==> config.mk <==
export PLATFORM = sky130hd
export DESIGN_NAME = button_debounce
export DESIGN_NICKNAME = d
export VERILOG_FILES = /design/src/rtl/button_debounce.sv
export SDC_FILE = /design/constraint.sdc
export NUM_CORES = 1
export LEC_CHECK = 0
export ABC_AREA = 1
export CORE_UTILIZATION = 60
export CTS_CLUSTER_SIZE = 12
export DETAILED_ROUTE_END_ITERATION = 12
export GPL_TIMING_DRIVEN = 0
export PLACE_DENSITY_LB_ADDON = 0.25
export SYNTH_ARGS = -nofsm -noshare
export SYNTH_HDL_FRONTEND = slang
export SYNTH_SLANG_ARGS = --single-unit
export TNS_END_PERCENT = 30
==> constraint.sdc <==
create_clock -name clk -period 1.8 [get_ports clk]
set_clock_uncertainty 0.15 [all_clocks]
set_input_delay 0.36 -clock clk [delete_from_list [all_inputs] [get_ports clk]]
set_output_delay 0.36 -clock clk [all_outputs]
set_load 0.005 [all_outputs]
==> src/rtl/button_debounce.sv <==
// Per-channel 2-flop synchronizer, 4-state debounce FSM and press pulse for active-low buttons.
// Define BUTTON_DEBOUNCE_LONG_PRESS_EN to add per-channel hold counters driving long_press.
module button_debounce #(
   parameter int WIDTH             = 2,
   parameter int DEBOUNCE_CYCLES   = 50000,
   parameter int LONG_PRESS_CYCLES = 50000000
) (
   input  logic             clk,
   input  logic             reset_n,
   input  logic [WIDTH-1:0] btn_raw,
   output logic [WIDTH-1:0] btn_db,
   output logic [WIDTH-1:0] press_pulse,
   output logic [WIDTH-1:0] long_press
);

   localparam int               CNT_W    = $clog2(DEBOUNCE_CYCLES);
   localparam logic [CNT_W-1:0] CNT_LAST = CNT_W'(DEBOUNCE_CYCLES - 1);
`ifdef BUTTON_DEBOUNCE_LONG_PRESS_EN
   localparam int                HOLD_W   = $clog2(LONG_PRESS_CYCLES + 1);
   localparam logic [HOLD_W-1:0] HOLD_MAX = HOLD_W'(LONG_PRESS_CYCLES);
`endif

   typedef enum logic [1:0] {RELEASED, PEND_PRESS, PRESSED, PEND_RELEASE} state_t;

   if (DEBOUNCE_CYCLES < 2 || LONG_PRESS_CYCLES < 1) begin : g_param_check
      $error("button_debounce: DEBOUNCE_CYCLES must be >= 2 and LONG_PRESS_CYCLES >= 1");
   end

   for (genvar i = 0; i < WIDTH; i++) begin : g_ch
      logic             s1_q, s2_q;
      state_t           state_q, state_d;
      logic [CNT_W-1:0] cnt_q, cnt_d;
      logic             btn_db_q, btn_db_d;
      logic             press_pulse_q, press_pulse_d;

      // Counter only runs in the pending states; any revert drops it back to 0.
      always_comb begin
         state_d = state_q;
         cnt_d   = '0;
         case (state_q)
            RELEASED:
               if (!s2_q) begin
                  state_d = PEND_PRESS;
                  cnt_d   = CNT_W'(1);
               end
            PEND_PRESS:
               if (s2_q)                  state_d = RELEASED;
               else if (cnt_q == CNT_LAST) state_d = PRESSED;
               else                        cnt_d   = cnt_q + CNT_W'(1);
            PRESSED:
               if (s2_q) begin
                  state_d = PEND_RELEASE;
                  cnt_d   = CNT_W'(1);
               end
            PEND_RELEASE:
               if (!s2_q)                 state_d = PRESSED;
               else if (cnt_q == CNT_LAST) state_d = RELEASED;
               else                        cnt_d   = cnt_q + CNT_W'(1);
            default: state_d = RELEASED;
         endcase
         btn_db_d      = !(state_d == PRESSED || state_d == PEND_RELEASE);
         press_pulse_d = btn_db_q && !btn_db_d;
      end

      always_ff @(posedge clk or negedge reset_n) begin
         if (!reset_n) begin
            s1_q          <= 1'b1;
            s2_q          <= 1'b1;
            state_q       <= RELEASED;
            cnt_q         <= '0;
            btn_db_q      <= 1'b1;
            press_pulse_q <= 1'b0;
         end else begin
            s1_q          <= btn_raw[i];
            s2_q          <= s1_q;
            state_q       <= state_d;
            cnt_q         <= cnt_d;
            btn_db_q      <= btn_db_d;
            press_pulse_q <= press_pulse_d;
         end
      end

      assign btn_db[i]      = btn_db_q;
      assign press_pulse[i] = press_pulse_q;

`ifdef BUTTON_DEBOUNCE_LONG_PRESS_EN
      logic [HOLD_W-1:0] hold_q, hold_d;
      logic              long_press_q, long_press_d;

      // Gate with the next btn_db so long_press drops on the same edge as the release.
      always_comb begin
         hold_d = hold_q;
         if (btn_db_q)              hold_d = '0;
         else if (hold_q != HOLD_MAX) hold_d = hold_q + HOLD_W'(1);
         long_press_d = !btn_db_d && (hold_d == HOLD_MAX);
      end

      always_ff @(posedge clk or negedge reset_n) begin
         if (!reset_n) begin
            hold_q       <= '0;
            long_press_q <= 1'b0;
         end else begin
            hold_q       <= hold_d;
            long_press_q <= long_press_d;
         end
      end

      assign long_press[i] = long_press_q;
`else
      assign long_press[i] = 1'b0;
`endif
   end

endmodule
=== After elaboration in Yosys (flattened, before gate mapping) ===
Index checks and enable logic that the tools add are counted.

* Logic and storage cells: 60
* Register bits after elaboration: 44
* Bits of input ports: 4
* Output and inout bits: 6

* Add/sub/neg operators: 2
* Equal/unequal tests: 12
* Reductions and logical operators: 8
* Multiplexer cells: 26

{| class="wikitable"
|+ Operators with widths
! kind !! count
|-
| one-hot mux 16 bit (4 select lines) || 2
|-
| two-way mux 16 bit || 6
|-
| adder 16 x 1 -> 16 bit (second input constant) || 2
|-
| equality test 16 bit (second input constant) || 2
|-
| two-way mux 2 bit || 12
|-
| equality test 2 bit (second input constant) || 8
|-
| one-hot mux 2 bit (4 select lines) || 2
|-
| equality test 2 x 1 -> 1 bit (second input constant) || 2
|-
| logical NOT 2 bit || 2
|-
| two-way mux 1 bit || 4
|-
| logical AND 1 bit || 2
|-
| logical NOT 1 bit || 2
|-
| logical OR 1 bit || 2
|}

=== Logic depth before layout (Yosys ltp) ===
Gate-level depths: netlist of run 1.

* Depth in word-level cells: 7
* Gate-level depth with buffers: 9
* Depth with buffers taken out: 9

=== Worst setup path before layout of run 1 ===
Ideal clock, no wire load.

* Path type: register to register
* Start point: reg g_ch[1].cnt_q[0]
* End point: reg g_ch[1].cnt_q[14]
* Cell stages (with the launch flop): 9
* Path buffers: 0
* Setup time: 0.119 ns
* Arrival: 1.150 ns
* Period minus slack after synthesis: 1.419 ns
* Path slack: 0.381 ns
* Cells stage by stage: dfrtp_1 -> ha_1 -> nand3_2 -> nor2_2 -> nand2_1 -> nor2_2 -> nand3_1 -> nand2_1 -> nor2_1

* Word-level cells in the longest chain between the ends: 4
* Elaborated cells between the ends (all ways): 6
* Those cells by class: 1 x add/sub; 1 x eq/ne; 4 x mux

{| class="wikitable"
|+ Ends and longest elaborated chain
! element !! line !! RTL
|-
| from (decl) || 32 || <nowiki>logic [CNT_W-1:0] cnt_q, cnt_d;</nowiki>
|-
| from (signal assigned) || 77 || <nowiki>cnt_q <= cnt_d;</nowiki>
|-
| adder 16 x 1 -> 16 bit / equality test 16 bit (equally long branches) || - ||
|-
| two-way mux 16 bit * || 48, 57 ||
|-
| two-way mux 16 bit (on tied branches) || 56, 47 ||
|-
| one-hot mux 16 bit (4 select lines) * || 40 || <nowiki>case (state_q)</nowiki>
|-
| named net g_ch[1].cnt_d[14] || 32 ||
|}

The timed path passes the listed nets; every way through them passes the cells marked *.

=== Final worst setup path of run 1 ===
* Start point: reg g_ch[1].press_pulse_q
* End point: out press_pulse[1]

{| class="wikitable"
|+ RTL lines
! element !! line !! RTL
|-
| from (decl) || 34 || <nowiki>logic press_pulse_q, press_pulse_d;</nowiki>
|-
| from (signal assigned) || 79 || <nowiki>press_pulse_q <= press_pulse_d;</nowiki>
|-
| to (decl) || 12 || <nowiki>output logic [WIDTH-1:0] press_pulse,</nowiki>
|}

No word-level cell between the ends.

==> results of run 1 <==
## what timing repair did
| item | in CTS | in global routing |
|---|---|---|
| hold buffers | 1 | 0 |
| setup endpoints to repair | 2 | 0 |
| gates resized for setup | 2 | 0 |
| endpoints found under the hold margin | 11 | 0 |
## cells by family (layout without fill, tap and decap cells)
group / count (synthesis) / after routing / synth area share
simple gates: 184 / 184 / 0.361
flops: 44 / 44 / 0.468
buf+inv: 54 / 71 / 0.0961
fa+ha+maj: 2 / 2 / 0.0106
xor+xnor: 7 / 7 / 0.0290
compound gates: 13 / 13 / 0.0338
other cells: 1 / 2 / 0.00158
## cell type report
type	count	area, µm²
well taps	48	60.1
flip-flops and latches	44	1110
plain buffers	6	45.0
fillers	294	1080
inverters	48	183
clock buffers	5	68.8
multi-input cells	208	1040
clock inverters	3	46.3
repair buffers	9	91.3
## stage by stage
step                utilization  TNS (ns)  hold WS (ns)
floorplan                     -         0       -0.0856
global placement          0.674    -36.02         0.196
detailed placement        0.678         0         0.112
CTS                       0.710         0         0.213
global route              0.710         0         0.221
finish                    0.710         0         0.210
## cell usage in the layout (no fill, tap or decap), types with 2 or more instances in the layout
| cell type | netlist | final |
|---|---|---|
| ha_1 | 2 | 2 |
| nor3_1 | 8 | 8 |
| xor2_1 | 4 | 4 |
| o21bai_1 | 2 | 2 |
| dfrtp_1 | 38 | 38 |
| dfstp_2 | 6 | 6 |
| nand3_2 | 4 | 4 |
| nand3_1 | 11 | 11 |
| nor2_2 | 12 | 12 |
| nand2_1 | 68 | 68 |
| clkbuf_8 | 0 | 5 |
| nand4_1 | 7 | 7 |
| inv_2 | 2 | 2 |
| conb_1 | 1 | 2 |
| nor2_1 | 59 | 59 |
| buf_4 | 6 | 7 |
| inv_1 | 45 | 45 |
| clkdlybuf4s50_1 | 0 | 4 |
| a21oi_1 | 6 | 6 |
| nand2_2 | 6 | 6 |
| nor2_4 | 2 | 2 |
| xnor2_1 | 2 | 2 |
## state kept, by name (all words and copies together) (netlist names)
signal,flops
g_ch.btn_db_q,2
g_ch.s1_q,2
g_ch.cnt_q,32
g_ch.state_q,4
g_ch.s2_q,2
g_ch.press_pulse_q,2
## worst paths after layout
check | to | slack, ns | depth (start not counted) | from
max reg2reg | g_ch[1].cnt_q[14]$_DFF_PN0_ | 0.16 | 8 | g_ch[1].cnt_q[0]$_DFF_PN0_
min | g_ch[1].s2_q$_DFF_PN1_ | 0.21 | 0 | g_ch[1].s1_q$_DFF_PN1_
max in group asynchronous | g_ch[0].s2_q$_DFF_PN1_ | 0.66 | 3 | reset_n
min in group asynchronous | g_ch[1].cnt_q[8]$_DFF_PN0_ | 0.30 | 2 | reset_n
max | press_pulse[1] | 0.07 | 2 | g_ch[1].press_pulse_q$_DFF_PN0_
min reg2reg | g_ch[1].s2_q$_DFF_PN1_ | 0.21 | 0 | g_ch[1].s1_q$_DFF_PN1_
## cells in the mapped netlist (2+ instances only)
| cell type | n | area [µm²] |
|---|---|---|
| buf_4 | 6 | 45.0 |
| nand3_1 | 11 | 55.1 |
| o21bai_1 | 2 | 15.0 |
| dfrtp_1 | 38 | 951 |
| xnor2_1 | 2 | 17.5 |
| dfstp_2 | 6 | 158 |
| inv_2 | 2 | 7.51 |
| nand2_1 | 68 | 255 |
| nand2_2 | 6 | 37.5 |
| a21oi_1 | 6 | 30.0 |
| xor2_1 | 4 | 35.0 |
| nor3_1 | 8 | 40.0 |
| inv_1 | 45 | 169 |
| nand4_1 | 7 | 43.8 |
| nor2_2 | 12 | 75.1 |
| nand3_2 | 4 | 40.0 |
| nor2_4 | 2 | 22.5 |
| nor2_1 | 59 | 221 |
| ha_1 | 2 | 25.0 |
## routing by layer
| metal | track usage | vias up | routed length (µm) | part of all wire |
|---|---|---|---|---|
| met5 | 0 | - | 0 | 0 |
| met4 | 0.122 | 0 | 76 | 0.018 |
| met3 | 0.0634 | 6 | 87 | 0.021 |
| met2 | 0.397 | 17 | 2140 | 0.52 |
| met1 | 0.258 | 864 | 1850 | 0.44 |
| li1 | - | 963 | - | - |
## power breakdown
group           total, W  switching (W)  internal, W
clock network   0.000779       0.000361     0.000418
logic          0.0000766      0.0000485    0.0000281
registers        0.00102      0.0000113      0.00100
==> metrics.txt, run 1 <==
status complete, no violations; Tot GR Track Use 0.231; port bufs 7; die area 4200 µm²; diode count 0; H-tree depth 2; static leakage 1.20 nW; sequential share of the synthesized area 0.468; critical path's slowest cell clkdlybuf4s50_1; Worst-Skew Late Latency 0.31 ns; critical path endpoint category output port; Sink Count 44; unrepaired setup endpoints after global routing no; DP Area 2520 µm²; vias per cell 4.99; cell count after placement 362; Crit path required time 1.29 ns; CTS Buffer Depth 2; Design Area, Final 2640 µm²; Post-synth ARST share 1.00; Final period util 0.959; clock root cell clkbuf_8; CTS tree done; GRT overflow 0; antenna-violating nets left 0; crit path launch type flip-flop; share of layout cells above drive strength 1 0.176; DP HPWL 3.06 mm; setup repair bufs after CTS 0; Avg WL per Cell 11.2 µm; EDFF count, synth 0; Place WS 0.177 ns; Final WS setup 0.0742 ns; Core ar. 3720 µm²; crit-path max cell delay 0.43 ns; Top delay family on crit path buffers and inverters; Vias 1,850; Total Nets Final 328; row count 22; starting density of the core 0.638; CP Class reg -> out; Placer Congestion 0.907; Synth Flop Type dfrtp_1; Cells after Synth 305; #FFs+latches synth 44; chip height 64.8 µm; Final min period 1.73 ns; Hold Crit Class reg -> reg; critical path fanouts, max 1; Post-Layout Cell Count 371; maximum clock rate 0.579 GHz; die width 64.8 µm; first-pass GRT wire length 7.21 mm; Buf/Inv on CP 2; drt pass-1 iters 4; Pwr Total 0.00187 W; clock-pin slew on the worst setup and hold paths 0.09 ns; TritonCTS Buffers 5; DRC errors left 0; largest net degree at the start of global routing 34; Worst VDD drop 538 µV; Final Hold Viols 0; worst endpoint data arrival time 1.22 ns; vias in the first global route 1,762; Ports 10; Mean Syn Cell Area 7.77 µm²; max cap viols 0; Synth Warn # 0; final wirelength 4.16 mm; initial DRC count 187; CP Cell Sequence buf_4 > clkdlybuf4s50_1; Pwr Density 709 nW/µm²; Final Setup Violations 0; Layout area overhead 11.4%; initial antenna violation count 0; Slew Viols, Final 0; Cell variety after synth 34; Netlist Area Pre-Place 2370 µm²
(Power assumes the default switching activity.)
==> run 2: changes to the inputs <==
--- a/config.mk
+++ b/config.mk
@@ -6,7 +6,7 @@
 export NUM_CORES = 1
 export LEC_CHECK = 0
 export ABC_AREA = 1
-export CORE_UTILIZATION = 60
+export CORE_UTILIZATION = 54
 export CTS_CLUSTER_SIZE = 12
 export DETAILED_ROUTE_END_ITERATION = 12
 export GPL_TIMING_DRIVEN = 0
==> constraint.sdc (replaced) <==
create_clock -name clk -period 1.4 [get_ports clk]
set_clock_uncertainty 0.15 [all_clocks]
set_input_delay 0.28 -clock clk [delete_from_list [all_inputs] [get_ports clk]]
set_output_delay 0.28 -clock clk [all_outputs]
set_load 0.005 [all_outputs]
==> metrics.txt, run 2 (synthesis results as in run 1) <==
status complete, but fails checks; failing checks setup timing; CTS Buffer Depth 2; largest registers g_ch.cnt_q (32), g_ch.state_q (4); DP Area 2530 µm²; Hold Crit Class reg -> reg; DP HPWL 3.18 mm; Fill cells 314; share of layout cells above drive strength 1 0.317; Biggest register g_ch.cnt_q; cell count after placement 364; maximum clock rate 0.671 GHz; port bufs 7; chip height 68.2 µm; Slew Viols, Final 0; area occupied by multi-input gates 1210 µm²; H-tree depth 2; Layout area overhead 25.2%; DRC errors left 0; crit-path max cell delay 0.43 ns; Core ar. 4120 µm²; Top delay family on crit path simple AND/OR/NAND/NOR gates; Place WS -0.240 ns; CP Capture Point g_ch[1].cnt_q[14]$_DFF_PN0_; setup total negative slack -0.868 ns; Tot GR Track Use 0.236; TritonCTS Buffers 5; Post-Layout Cell Count 391; FF-to-FF setup slack -0.09 ns; max reg flops 32; Final period util 1.06; register area 1110 µm²; die area 4660 µm²; crit path launch type flip-flop; CP Class reg -> reg; drt pass-1 iters 4; starting density of the core 0.576; critical path fanouts, max 3; clock root cell clkbuf_8; worst endpoint data arrival time 1.53 ns; RR Startpoint g_ch[1].cnt_q[0]$_DFF_PN0_; Crit path top cell by count nor2_4; Final Hold Viols 0; Total Nets Final 346; vias per cell 5.13; Crit path required time 1.44 ns; reg2reg end g_ch[1].cnt_q[14]$_DFF_PN0_; row count 23; initial DRC count 118; clock-pin slew on the worst setup and hold paths 0.09 ns; die width 68.2 µm; GRT overflow 0; Crit. path cell count 8; antenna-violating nets left 0; Pwr Density 825 nW/µm²; Final WS setup -0.0896 ns; diode count 0; unrepaired setup endpoints after global routing yes; Final min period 1.49 ns; Vias 2,007; critical path's slowest cell dfrtp_1; Final Setup Violations 24; Placer Congestion 0.884; Ports 10; Sink Count 44; Min Hold Slack 0.209 ns; vias in the first global route 1,929; largest net degree at the start of global routing 32; CTS tree done; Buf/Inv on CP 0; most frequent cells in the layout nor2_1 (56), nand2_1 (56), inv_1 (41); static leakage 1.31 nW; Worst-Skew Late Latency 0.31 ns; first-pass GRT wire length 7.94 mm; Design Area, Final 2970 µm²; initial antenna violation count 0; R2R cell count 8; final wirelength 4.87 mm; CP Cell Sequence ha_4 > nand3_4 > nor2_4 > nand2_2 > nor2_4 > nand3_2 > nand2_1 > nor2_1; Worst Setup SP g_ch[1].cnt_q[0]$_DFF_PN0_; Avg WL per Cell 12.5 µm; max cap viols 0; Worst VDD drop 692 µV; critical path endpoint category flip-flop
-- run 2: power by group --
part           internal (W)  total (W)  switching, W
registers           0.00129    0.00131     0.0000198
logic             0.0000580   0.000133     0.0000751
clock network      0.000538    0.00100      0.000466
total               0.00189    0.00245      0.000561
-- run 2: per-layer routing --
| metal | vias to the layer above | wire [µm] | share of wire | GRT usage |
|---|---|---|---|---|
| met5 | - | 0 | 0 | 0 |
| met2 | 43 | 2490 | 0.51 | 0.435 |
| met4 | 0 | 101 | 0.021 | 0.102 |
| li1 | 1001 | - | - | - |
| met3 | 12 | 196 | 0.040 | 0.0600 |
| met1 | 951 | 2080 | 0.43 | 0.251 |
-- run 2: final cells by class --
cell class                 instances  area share
multi-input combinational        208       0.409
tap                               50      0.0211
buffer                             5      0.0139
clock inverter                     3      0.0156
sequential                        44       0.376
clock buffer                       5      0.0232
timing repair buffer              28      0.0789
inverter                          48      0.0624
-- run 2: through the flow --
stage | total power (W) | utilization
detailed placement | 0.00143 | 0.614
global route | 0.00255 | 0.721
CTS | 0.00247 | 0.711
finish | 0.00245 | 0.721
global placement | 0.00142 | 0.611
floorplan | 0.00138 | -
-- run 2: worst min-delay path by stage --
stage | startpoint | to | slack [ns] | depth (start not counted)
2_1_floorplan | reset_n | g_ch[0].cnt_q[0]$_DFF_PN0_ | -0.17 | 0
3_3_place_gp | g_ch[0].s1_q$_DFF_PN1_ | g_ch[0].s2_q$_DFF_PN1_ | 0.20 | 0
3_5_place_dp | reset_n | g_ch[1].cnt_q[9]$_DFF_PN0_ | 0.06 | 1
4_1_cts | g_ch[0].s1_q$_DFF_PN1_ | g_ch[0].s2_q$_DFF_PN1_ | 0.21 | 0
5_1_grt | g_ch[0].s1_q$_DFF_PN1_ | g_ch[0].s2_q$_DFF_PN1_ | 0.21 | 0
6_report | g_ch[0].s1_q$_DFF_PN1_ | g_ch[0].s2_q$_DFF_PN1_ | 0.21 | 0
-- run 2: repair_timing --
action	CTS	global route
hold buffers	1	0
resized for setup	54	14
pin swaps	24	13
endpoints found under the hold margin	10	0
buffers inserted	17	2
endpoints found under the setup margin	44	40
-- run 2: worst register-to-register path: stages, from the launching register on --
cell     delay, ns
dfrtp_1       0.43
ha_4          0.17
nand3_4       0.10
nor2_4        0.14
nand2_2       0.09
nor2_4        0.13
nand3_2       0.08
nand2_1       0.06
nor2_1        0.04
